--- src/rtl/alu_result_serializer.sv ---
// rtl/alu_result_serializer.sv - byte-serial framer for signed arithmetic results
// One frame in flight plus a one-entry pending buffer; overflow is sticky.
module alu_result_serializer #(
  parameter int WIDTH = 16
) (
  input  logic               clk,
  input  logic               rst,
  input  logic               in_valid,
  input  logic [2*WIDTH:0]   in_data,
  input  logic               out_ready,
  input  logic               ovf_clr,
  output logic               out_valid,
  output logic [7:0]         out_data,
  output logic               out_last,
  output logic               busy,
  output logic               ovf,
  output logic [7:0]         frame_cnt
);

  localparam int IW     = 2*WIDTH + 1;
  localparam int NBYTES = (IW + 7) / 8;
  localparam int SW     = 8 * NBYTES;
  localparam int CW     = (NBYTES > 1) ? $clog2(NBYTES) : 1;
  localparam logic [CW-1:0] LAST_IDX = CW'(NBYTES - 1);

  typedef enum logic {IDLE, SEND} state_t;

  state_t          state;
  logic [SW-1:0]   shifter;
  logic [IW-1:0]   pending;
  logic            pending_full;
  logic [CW-1:0]   byte_cnt;

  logic hs, last_hs, store, drop;

  function automatic logic [SW-1:0] sext(input logic [IW-1:0] d);
    return {{(SW-IW){d[IW-1]}}, d};
  endfunction

  assign out_valid = (state == SEND);
  assign out_data  = shifter[SW-1 -: 8];
  assign out_last  = (state == SEND) && (byte_cnt == LAST_IDX);
  assign busy      = (state == SEND) | pending_full;

  assign hs      = out_valid & out_ready;
  assign last_hs = hs & (byte_cnt == LAST_IDX);
  // On the last-byte handshake the pending slot is vacated this same cycle,
  // so a coincident result always finds room.
  assign store = in_valid & (state == SEND) & ~pending_full & ~last_hs;
  assign drop  = in_valid & (state == SEND) &  pending_full & ~last_hs;

  always_ff @(posedge clk or negedge rst) begin
    if (!rst) begin
      state        <= IDLE;
      shifter      <= '0;
      pending      <= '0;
      pending_full <= 1'b0;
      byte_cnt     <= '0;
      ovf          <= 1'b0;
      frame_cnt    <= 8'd0;
    end else begin
      ovf <= drop | (ovf & ~ovf_clr);

      if (store) begin
        pending      <= in_data;
        pending_full <= 1'b1;
      end

      case (state)
        IDLE: begin
          if (in_valid) begin
            shifter  <= sext(in_data);
            byte_cnt <= '0;
            state    <= SEND;
          end
        end
        SEND: begin
          if (last_hs) begin
            frame_cnt <= frame_cnt + 8'd1;
            byte_cnt  <= '0;
            if (pending_full) begin
              shifter <= sext(pending);
              if (in_valid) pending <= in_data;
              else          pending_full <= 1'b0;
            end else if (in_valid) begin
              shifter <= sext(in_data);
            end else begin
              shifter <= {shifter[SW-9:0], 8'h00};
              state   <= IDLE;
            end
          end else if (hs) begin
            shifter  <= {shifter[SW-9:0], 8'h00};
            byte_cnt <= byte_cnt + CW'(1);
          end
        end
        default: state <= IDLE;
      endcase
    end
  end

endmodule
--- config.mk ---
export PLATFORM = sky130hd
export DESIGN_NAME = alu_result_serializer
export DESIGN_NICKNAME = d
export VERILOG_FILES = /design/src/rtl/alu_result_serializer.sv
export SDC_FILE = /design/constraint.sdc
export NUM_CORES = 1
export LEC_CHECK = 0
export ABC_CLOCK_PERIOD_IN_PS = 1650
export CAP_MARGIN = 20
export CORE_MARGIN = 4
export CORE_UTILIZATION = 28
export DETAILED_ROUTE_END_ITERATION = 7
export MAX_ROUTING_LAYER = met4
export PLACE_DENSITY_LB_ADDON = 0.2
export SYNTH_ARGS = -nofsm -noshare
export SYNTH_HDL_FRONTEND = slang
export SYNTH_SLANG_ARGS = --single-unit
export TNS_END_PERCENT = 10
--- constraint.sdc ---
create_clock -name clk -period 1.65 [get_ports clk]
set_input_delay 0.33 -clock clk [delete_from_list [all_inputs] [get_ports clk]]
set_output_delay 0.33 -clock clk [all_outputs]
set_load 0.005 [all_outputs]
; Yosys cells after proc, flatten, opt, wreduce, memory -nomap -nowiden
; Index checks and enable logic that the tools add are counted.
[op_classes]
n_bitwise = 14
mux = 24
eq_ne = 3
n_reduce_logical = 3
addsub = 2
[ops]
columns = operator, n
row1 = 40-bit two-way mux, 5
row2 = 33-bit two-way mux, 5
row3 = 40-bit case mux with 2 select lines, 1
row4 = 3-bit two-way mux, 3
row5 = "8-bit by 1-bit adder with 8-bit output, second input constant", 1
row6 = 1-bit AND, 8
row7 = 1-bit two-way mux, 8
row8 = 3-bit case mux with 2 select lines, 1
row9 = 1-bit inverter, 4
row10 = 2-bit AND reduction, 2
row11 = "3-bit by 1-bit adder with 3-bit output, second input constant", 1
row12 = "3-bit equality test, second input constant", 1
row13 = "3-bit by 1-bit != test with 1-bit output, second input constant", 1
row14 = "2-bit != test, second input constant", 1
row15 = 1-bit bitwise OR, 2
row16 = 1-bit case mux with 2 select lines, 1
row17 = 1-bit logical AND, 1
[totals]
ff_bits = 87
input_bits = 38
wordCells = 53
output_inout_bits = 20

; Depth between registers and ports, before layout
; Gate-level depths: netlist (run 1).
[depth]
word_depth = 9
depth_mapped = 7
depth_no_buf = 5

; Worst setup path after synthesis (run 1)
; Ideal clock, no wire load.
[synth_path]
kind = register to register
from = register byte_cnt[0]
to = register pending[12]
arrival_ns = 1.579
setup_time_ns = 0.125
stages_incl_launch_ff = 7
setup_slack_ns = -0.054
required_ns = 1.525
synth_period_minus_slack_ns = 1.704
path_buffers = 1
path_cell_list = dfrtp_1 -> inv_1 -> ha_1 -> a31o_2 -> a21oi_4 -> buf_4 -> mux2_2
[synth_via]
elab_chain_cells = 9
[synth_lines]
columns = element, line_no
row1 = from (decl), 32  ; logic [CW-1:0] byte_cnt;
row2 = from (signal assigned), 93  ; byte_cnt <= byte_cnt + CW'(1);
row3 = 3-bit equality test *, 46  ; assign last_hs = hs & (byte_cnt == LAST_IDX);
row4 = 1-bit AND *, 46
row5 = 1-bit inverter, 49  ; assign store = in_valid & (state == SEND) & ~pending_full & ~last_hs;
row6 = 1-bit AND, 49
row7 = 33-bit two-way mux, 64  ; if (store) begin
row8 = 33-bit two-way mux, 83  ; if (in_valid) pending <= in_data;
row9 = 33-bit two-way mux, 81  ; if (pending_full) begin
row10 = 33-bit two-way mux, 78  ; if (last_hs) begin
row11 = 33-bit two-way mux *, 69  ; case (state)
row12 = to (signal assigned), 65  ; pending <= in_data;
row13 = to (signal assigned), 83
row14 = to (decl), 30  ; logic [IW-1:0] pending;
; Mark *: on every way between the ends. The rest lies on a longest branch, timed or not.
; A chain may end at the register's enable or synchronous reset.

; Worst setup path in the final report (run 1)
[layout_path]
from = register byte_cnt[0]
to = register pending[26]
; Same word-level chain as after synthesis.

==> results.py, run 1 <==
metrics = {
    "timing": {
        "rsz0062_at_grt": "true",
        "worst_slew_pin_slew_ns": 0.370,
        "setup_ws_ns": -0.178,
        "setup_viol": 63,
        "slew_viol_final": 0,
        "finalHoldViolCount": 0,
        "period_needed_ns": 1.83,
        "max_freq_mhz": 547,
        "fin_tns_setup_ns": -9.11,
        "fin_crit_sh_pct": 111,
        "finClkSkew_ns": 0.0123,
        "max_slew_margin_pct": 75.4,
    },
    "cells_and_area": {
        "nets": 456,
        "design_area_um2": 5750,
        "final_cells": 600,
        "n_antenna_cell": 0,
        "syn2layout_area_growth_pct": 41.9,
        "drive_gt1_share_pct": 30.5,
    },
    "place": {
        "finalWeightedCongestion": 0.768,
        "portBuffers": 57,
        "dp_hpwl_um": 7270,
        "post-place-cells": 570,
        "place_area_um2": 5090,
        "place_ws_ns": -0.412,
    },
    "clock_tree": {
        "insertion_delay_ns": 0.34,
        "clkTransAtPathRegs_ns": 0.07,
        "cts_root_buf": "clkbuf_16",
        "cts.path.max_buffers": 2,
        "cts_sinks": 87,
        "cts_tree": "done",
        "h-tree-depth": 3,
        "cts_buffers": 9,
    },
    "logic_synthesis": {
        "syn_area_per_cell_um2": 12.5,
        "syn_nets": 364,
        "synth.distinct_cells": 50,
        "yosys.area.top_type_share_pct": 53.7,
        "synth_edf_count": 0,
        "synth_area_um2": 4050,
        "yosys_most_used_dff": "dfrtp_1",
        "synth_top_cell_by_area": "dfrtp_1",
        "syn_inst": 323,
        "seq_area_frac_synth_pct": 53.7,
        "yosysWarnings": 0,
        "yosys-top-cells-area": "dfrtp_1 (54%), mux2_2 (10%), a221o_1 (5.2%)",
        "synth-seq-cells": 87,
        "synth-async-reset-ratio_pct": 100,
    },
    "route": {
        "drt-initial-drc-count": 172,
        "vias": 3060,
        "ant_nets": 0,
        "drt-pass1-iter-count": 4,
        "drc_errors": 0,
        "routedWlPerCell_um": 18.5,
        "wl_um": 11100,
        "viasPerCell": 5.10,
    },
    "floorplan": {
        "core-area_um2": 14000,
        "die-area_um2": 16500,
        "die_w_um": 128,
        "ios": 58,
        "placementRows": 43,
        "die_y_um": 128,
        "start_util_pct": 28.9,
    },
    "worst_setup_path": {
        "required_ns": 1.87,
        "end_kind": "flip-flop",
        "criticalPathCategory": "flip-flop to flip-flop",
        "cp_max_fo": 7,
        "critPathArrivalTime_ns": 2.05,
        "critPathLaunchType": "flip-flop",
    },
    "global_routing": {
        "grt_max_degree": 35,
        "grt_pass1_wl_um": 17200,
        "grt_pass1_vias": 3171,
        "grt_use_total_pct": 13.7,
        "grt_overflow": 0,
        "antenna_found_initial": 0,
    },
    "power": {
        "peakVddDrop_uv": 853,
        "leakagePower_nw": 2.47,
        "power_density_nw_per_um2": 1490,
        "power_mw": 8.56,
    },
    "outcome": {
        "status": "finished, violations left",
        "violations": "setup timing",
    },
    "flow_run": {
        "maxCapViolations": 0,
    },
    "min_path": {
        "holdCritPathClass": "primary input to async pin",
    },
}
-- path summary, 6_finish.rpt --
| kind | from | to | slack [ns] | depth (start not counted) |
|---|---|---|---|---|
| worst max-delay path | byte_cnt[0]$_DFFE_PN0P_ | pending[26]$_DFF_PN0_ | -0.18 | 8 |
| worst min-delay path | rst | pending[1]$_DFF_PN0_ | 0.44 | 2 |
| worst min register to register | frame_cnt[7]$_DFFE_PN0P_ | frame_cnt[7]$_DFFE_PN0P_ | 0.46 | 1 |
| max in group asynchronous | rst | frame_cnt[2]$_DFFE_PN0P_ | 0.69 | 3 |
| min in group clk | frame_cnt[7]$_DFFE_PN0P_ | frame_cnt[7]$_DFFE_PN0P_ | 0.46 | 1 |
| worst max register to register | byte_cnt[0]$_DFFE_PN0P_ | pending[26]$_DFF_PN0_ | -0.18 | 8 |
-- Yosys cell counts, types with 3 or more instances --
cell type and number:
nand3_1 5, o221a_2 7, a221o_1 21, a22oi_1 3, a32o_1 13, o22ai_1 5
clkbuf_1 4, mux2_1 3, xnor2_1 3, buf_4 14, o32a_1 7, o32ai_1 8
mux2_2 36, xor2_1 4, buf_2 12, ha_1 3, a21oi_1 4, and2_1 10
nor2_1 10, inv_1 6, dfrtp_1 87, nand2_1 8, o21ai_0 19
-- per-layer routing --
metal  track usage [%]  vias up  share of wire [%]
li1                  -     1437                  -
met1              18.4     1546                 47
met4              3.00        0               0.74
met5                 -        -                  0
met3              2.88        7                3.5
met2              21.6       70                 48
-- area by class of cell --
class	instances	area (µm²)
Clock buffer	9	225
Tap cell	180	225
Sequential cell	87	2180
Timing Repair Buffer	112	1180
Fill cell	1325	8290
Multi-Input combinational cell	198	1810
Inverter	7	26.3
Clock inverter	7	103
-- sequential cells by signal (all words and copies together), names as in the netlist --
| register | flops |
|---|---|
| shifter | 40 |
| pending | 33 |
| frame_cnt | 8 |
| byte_cnt | 3 |
| out_valid | 1 |
| ovf | 1 |
| pending_full | 1 |
-- critical path, cell delays in order, from the launching register on --
cell and delay, ns:
dfrtp_1 0.37, inv_2 0.06, ha_4 0.16, buf_6 0.13, a31o_4 0.22, a21oi_4 0.17, buf_12 0.15, clkbuf_16 0.16
mux2_4 0.30
-- report_power, final --
part,internal [mW],leakage [nW],switching (mW)
registers,2.97,1.08,0.587
clock network,1.35,0.162,0.900
logic,1.79,1.23,0.969
-- through the flow --
step	hold slack, ns	utilization, %
after floorplan	0.0344	-
after global placement	0.276	36.2
after detailed placement	0.277	36.2
after CTS	0.446	39.8
after global routing	0.472	41.0
final	0.443	41.0
-- what timing repair did --
item                                    in CTS  in global routing
hold buffers                                 1                  0
gates cloned                                 2                  2
gates resized for setup                     24                 22
endpoints found under the setup margin      69                 84
setup buffers                                7                  2
hold endpoints to repair                    24                  0
pin swaps                                    5                  3
-- cells by family (layout without fill, tap and decap cells) --
logic type | count (synthesis) | after routing | share of synthesized area (%)
compound gates | 97 | 97 | 20.1
flops | 87 | 87 | 53.7
mux | 41 | 41 | 11.3
buf+inv | 38 | 135 | 5.22
xor+xnor | 7 | 7 | 1.51
simple gates | 50 | 50 | 7.13
fa+ha+maj | 3 | 3 | 0.927
-- cell usage in the layout, fill, tap and decap left out, drive strengths merged, types with 2 or more instances in the layout --
cell type / count
nor3: 2
o32a: 7
dfrtp: 87
a21oi: 5
o32ai: 8
bufinv: 2
clkinv: 4
and2: 10
clkdlybuf4s50: 52
buf: 53
nand3: 5
clkbuf: 11
ha: 3
nand2: 8
nand4: 3
xor2: 4
o221a: 7
xnor2: 3
nor2: 10
a221o: 21
inv: 8
nand4b: 2
a32o: 13
a22oi: 3
o22ai: 5
mux2i: 2
dlygate4sd2: 3
o21ai: 20
mux2: 39
Power figures use the tool's default switching activity.
==> run 2, diff against run 1 <==
--- a/config.mk
+++ b/config.mk
@@ -7,6 +7,8 @@
 export LEC_CHECK = 0
 export ABC_CLOCK_PERIOD_IN_PS = 1650
 export CAP_MARGIN = 20
+export CELL_PAD_IN_SITES_DETAIL_PLACEMENT = 1
+export CELL_PAD_IN_SITES_GLOBAL_PLACEMENT = 1
 export CORE_MARGIN = 4
 export CORE_UTILIZATION = 28
 export DETAILED_ROUTE_END_ITERATION = 7
==> results.py, run 2 (synthesis results as in run 1) <==
metrics = {
    "outcome": {
        "status": "finished, violations left",
        "violations": "setup timing",
    },
    "floorplan": {
        "core-area_um2": 14000,
        "ios": 58,
        "die-area_um2": 16500,
        "placementRows": 43,
        "die_w_um": 128,
        "die_y_um": 128,
        "start_util_pct": 28.9,
    },
    "global_routing": {
        "grt_pass1_vias": 3386,
        "grt_pass1_wl_um": 18600,
        "busiest_layer": "met2",
        "antenna_found_initial": 0,
        "grt_max_degree": 34,
        "use_met1_pct": 19.7,
        "grt_use_met2_pct": 23.0,
        "grt_use_total_pct": 15.0,
        "grt_overflow": 0,
        "met3_usage_pct": 2.67,
    },
    "route": {
        "viasPerCell": 5.15,
        "vias": 3097,
        "routedWlPerCell_um": 18.9,
        "drt-pass1-iter-count": 4,
        "wl_um": 11400,
        "ant_nets": 0,
        "drt-initial-drc-count": 124,
        "drc_errors": 0,
    },
    "cells_and_area": {
        "drive_gt1_share_pct": 31.8,
        "syn2layout_area_growth_pct": 38.3,
        "nets": 457,
        "final_cell_mix": "dfrtp_1 (85), clkdlybuf4s50_1 (48), buf_4 (39)",
        "final_core_util_pct": 39.9,
        "layout_commonest_cell": "dfrtp_1",
        "largest_reg_flops": 40,
        "top_regs": "shifter (40), pending (33), frame_cnt (8)",
        "regMostFlops": "shifter",
        "n_antenna_cell": 0,
    },
    "worst_setup_path": {
        "worstSetupEndpoint": "pending[9]$_DFF_PN0_",
        "regToRegSetupSlack_ns": -0.20,
        "end_kind": "flip-flop",
        "cp-startpoint": "byte_cnt[0]$_DFFE_PN0P_",
        "reg2reg_to": "pending[9]$_DFF_PN0_",
        "critPathLaunchType": "flip-flop",
        "reg2regPathDepth": 7,
        "criticalPathCategory": "flip-flop to flip-flop",
        "required_ns": 1.88,
        "critPathArrivalTime_ns": 2.07,
        "r2r-start": "byte_cnt[0]$_DFFE_PN0P_",
        "cp_max_fo": 23,
    },
    "place": {
        "finalWeightedCongestion": 0.769,
        "portBuffers": 57,
        "dp_hpwl_um": 7850,
        "place_ws_ns": -0.477,
    },
    "flow_run": {
        "maxCapViolations": 0,
    },
    "clock_tree": {
        "cts_sinks": 87,
        "cts_root_buf": "clkbuf_16",
        "cts_tree": "done",
        "cts.path.max_buffers": 2,
        "clkTransAtPathRegs_ns": 0.06,
        "insertion_delay_ns": 0.35,
        "cts_buffers": 9,
        "h-tree-depth": 3,
    },
    "timing": {
        "rsz0062_at_grt": "true",
        "fin_crit_sh_pct": 112,
        "max_freq_mhz": 541,
        "fin_tns_setup_ns": -9.87,
        "worst_slew_pin_slew_ns": 0.480,
        "max_slew_margin_pct": 68.0,
        "finClkSkew_ns": 0.00559,
        "slew_viol_final": 0,
        "finalHoldViolCount": 0,
        "period_needed_ns": 1.85,
        "setup_ws_ns": -0.197,
        "setup_viol": 62,
    },
    "power": {
        "power_mw": 8.06,
        "power_density_nw_per_um2": 1440,
        "leakagePower_nw": 2.41,
        "peakVddDrop_uv": 859,
    },
    "min_path": {
        "holdCritPathClass": "flip-flop to flip-flop",
    },
}
-- run 2: changes by cell type in the layout (fill, tap and decap cells not counted), moves of 4 or more --
cell | previous run | this run
buf_6 | 3 | 11
clkdlybuf4s50_1 | 52 | 48
mux2_2 | 10 | 30
mux2_4 | 28 | 6
o21ai_0 | 19 | 12
o21ai_1 | 0 | 7
o32ai_1 | 8 | 4
o32ai_2 | 0 | 4
-- run 2: cell type report --
type,count,area (µm²)
Fill cell,1482,8440
Clock inverter,3,17.5
Sequential cell,87,2180
Clock buffer,13,260
Multi-Input combinational cell,198,1780
Timing Repair Buffer,113,1110
Tap cell,180,225
Inverter,7,26.3
-- run 2: layer usage --
| layer | part of all wire [%] | up-vias |
|---|---|---|
| met5 | 0 | - |
| met4 | 2.1 | 0 |
| met3 | 3.2 | 16 |
| met2 | 48 | 54 |
| met1 | 47 | 1585 |
| li1 | - | 1442 |
-- run 2: what timing repair did --
action	in CTS	in global routing
setup buffers	8	1
setup endpoints to repair	71	78
hold buffers	1	0
endpoints found under the hold margin	30	0
resized for setup	42	15
pin swaps	8	5
gates cloned	2	0
-- run 2: how the worst min path moves through the flow --
stage / startpoint / end / slack, ns / cells after the start
2_1_floorplan: rst / byte_cnt[0]$_DFFE_PN0P_ / 0.03 / 0
3_3_place_gp: rst / frame_cnt[5]$_DFFE_PN0P_ / 0.32 / 1
3_5_place_dp: rst / frame_cnt[4]$_DFFE_PN0P_ / 0.33 / 1
4_1_cts: frame_cnt[7]$_DFFE_PN0P_ / frame_cnt[7]$_DFFE_PN0P_ / 0.47 / 1
5_1_grt: frame_cnt[7]$_DFFE_PN0P_ / frame_cnt[7]$_DFFE_PN0P_ / 0.50 / 1
6_report: frame_cnt[7]$_DFFE_PN0P_ / frame_cnt[7]$_DFFE_PN0P_ / 0.48 / 1
-- run 2: power by group --
group	switching [mW]	leakage, nW	internal [mW]	total [mW]
registers	0.569	1.08	2.97	3.54
logic	0.963	1.19	1.61	2.57
clock network	0.849	0.136	1.10	1.95
total	2.38	2.41	5.68	8.06
-- run 2: worst max-delay path, cell delays in order (launching register included) --
cell	delay [ns]
dfrtp_1	0.36
inv_2	0.06
ha_4	0.16
buf_6	0.13
a31o_4	0.24
a21oi_4	0.20
buf_12	0.21
mux2_2	0.35
-- run 2: through the flow --
stage	hold slack, ns	cell area [µm²]	cells
2_1_floorplan	0.0344	4080	323
3_3_place_gp	0.324	5090	573
3_5_place_dp	0.327	5090	573
4_1_cts	0.470	5560	600
5_1_grt	0.498	5600	601
6_report	0.484	5600	601
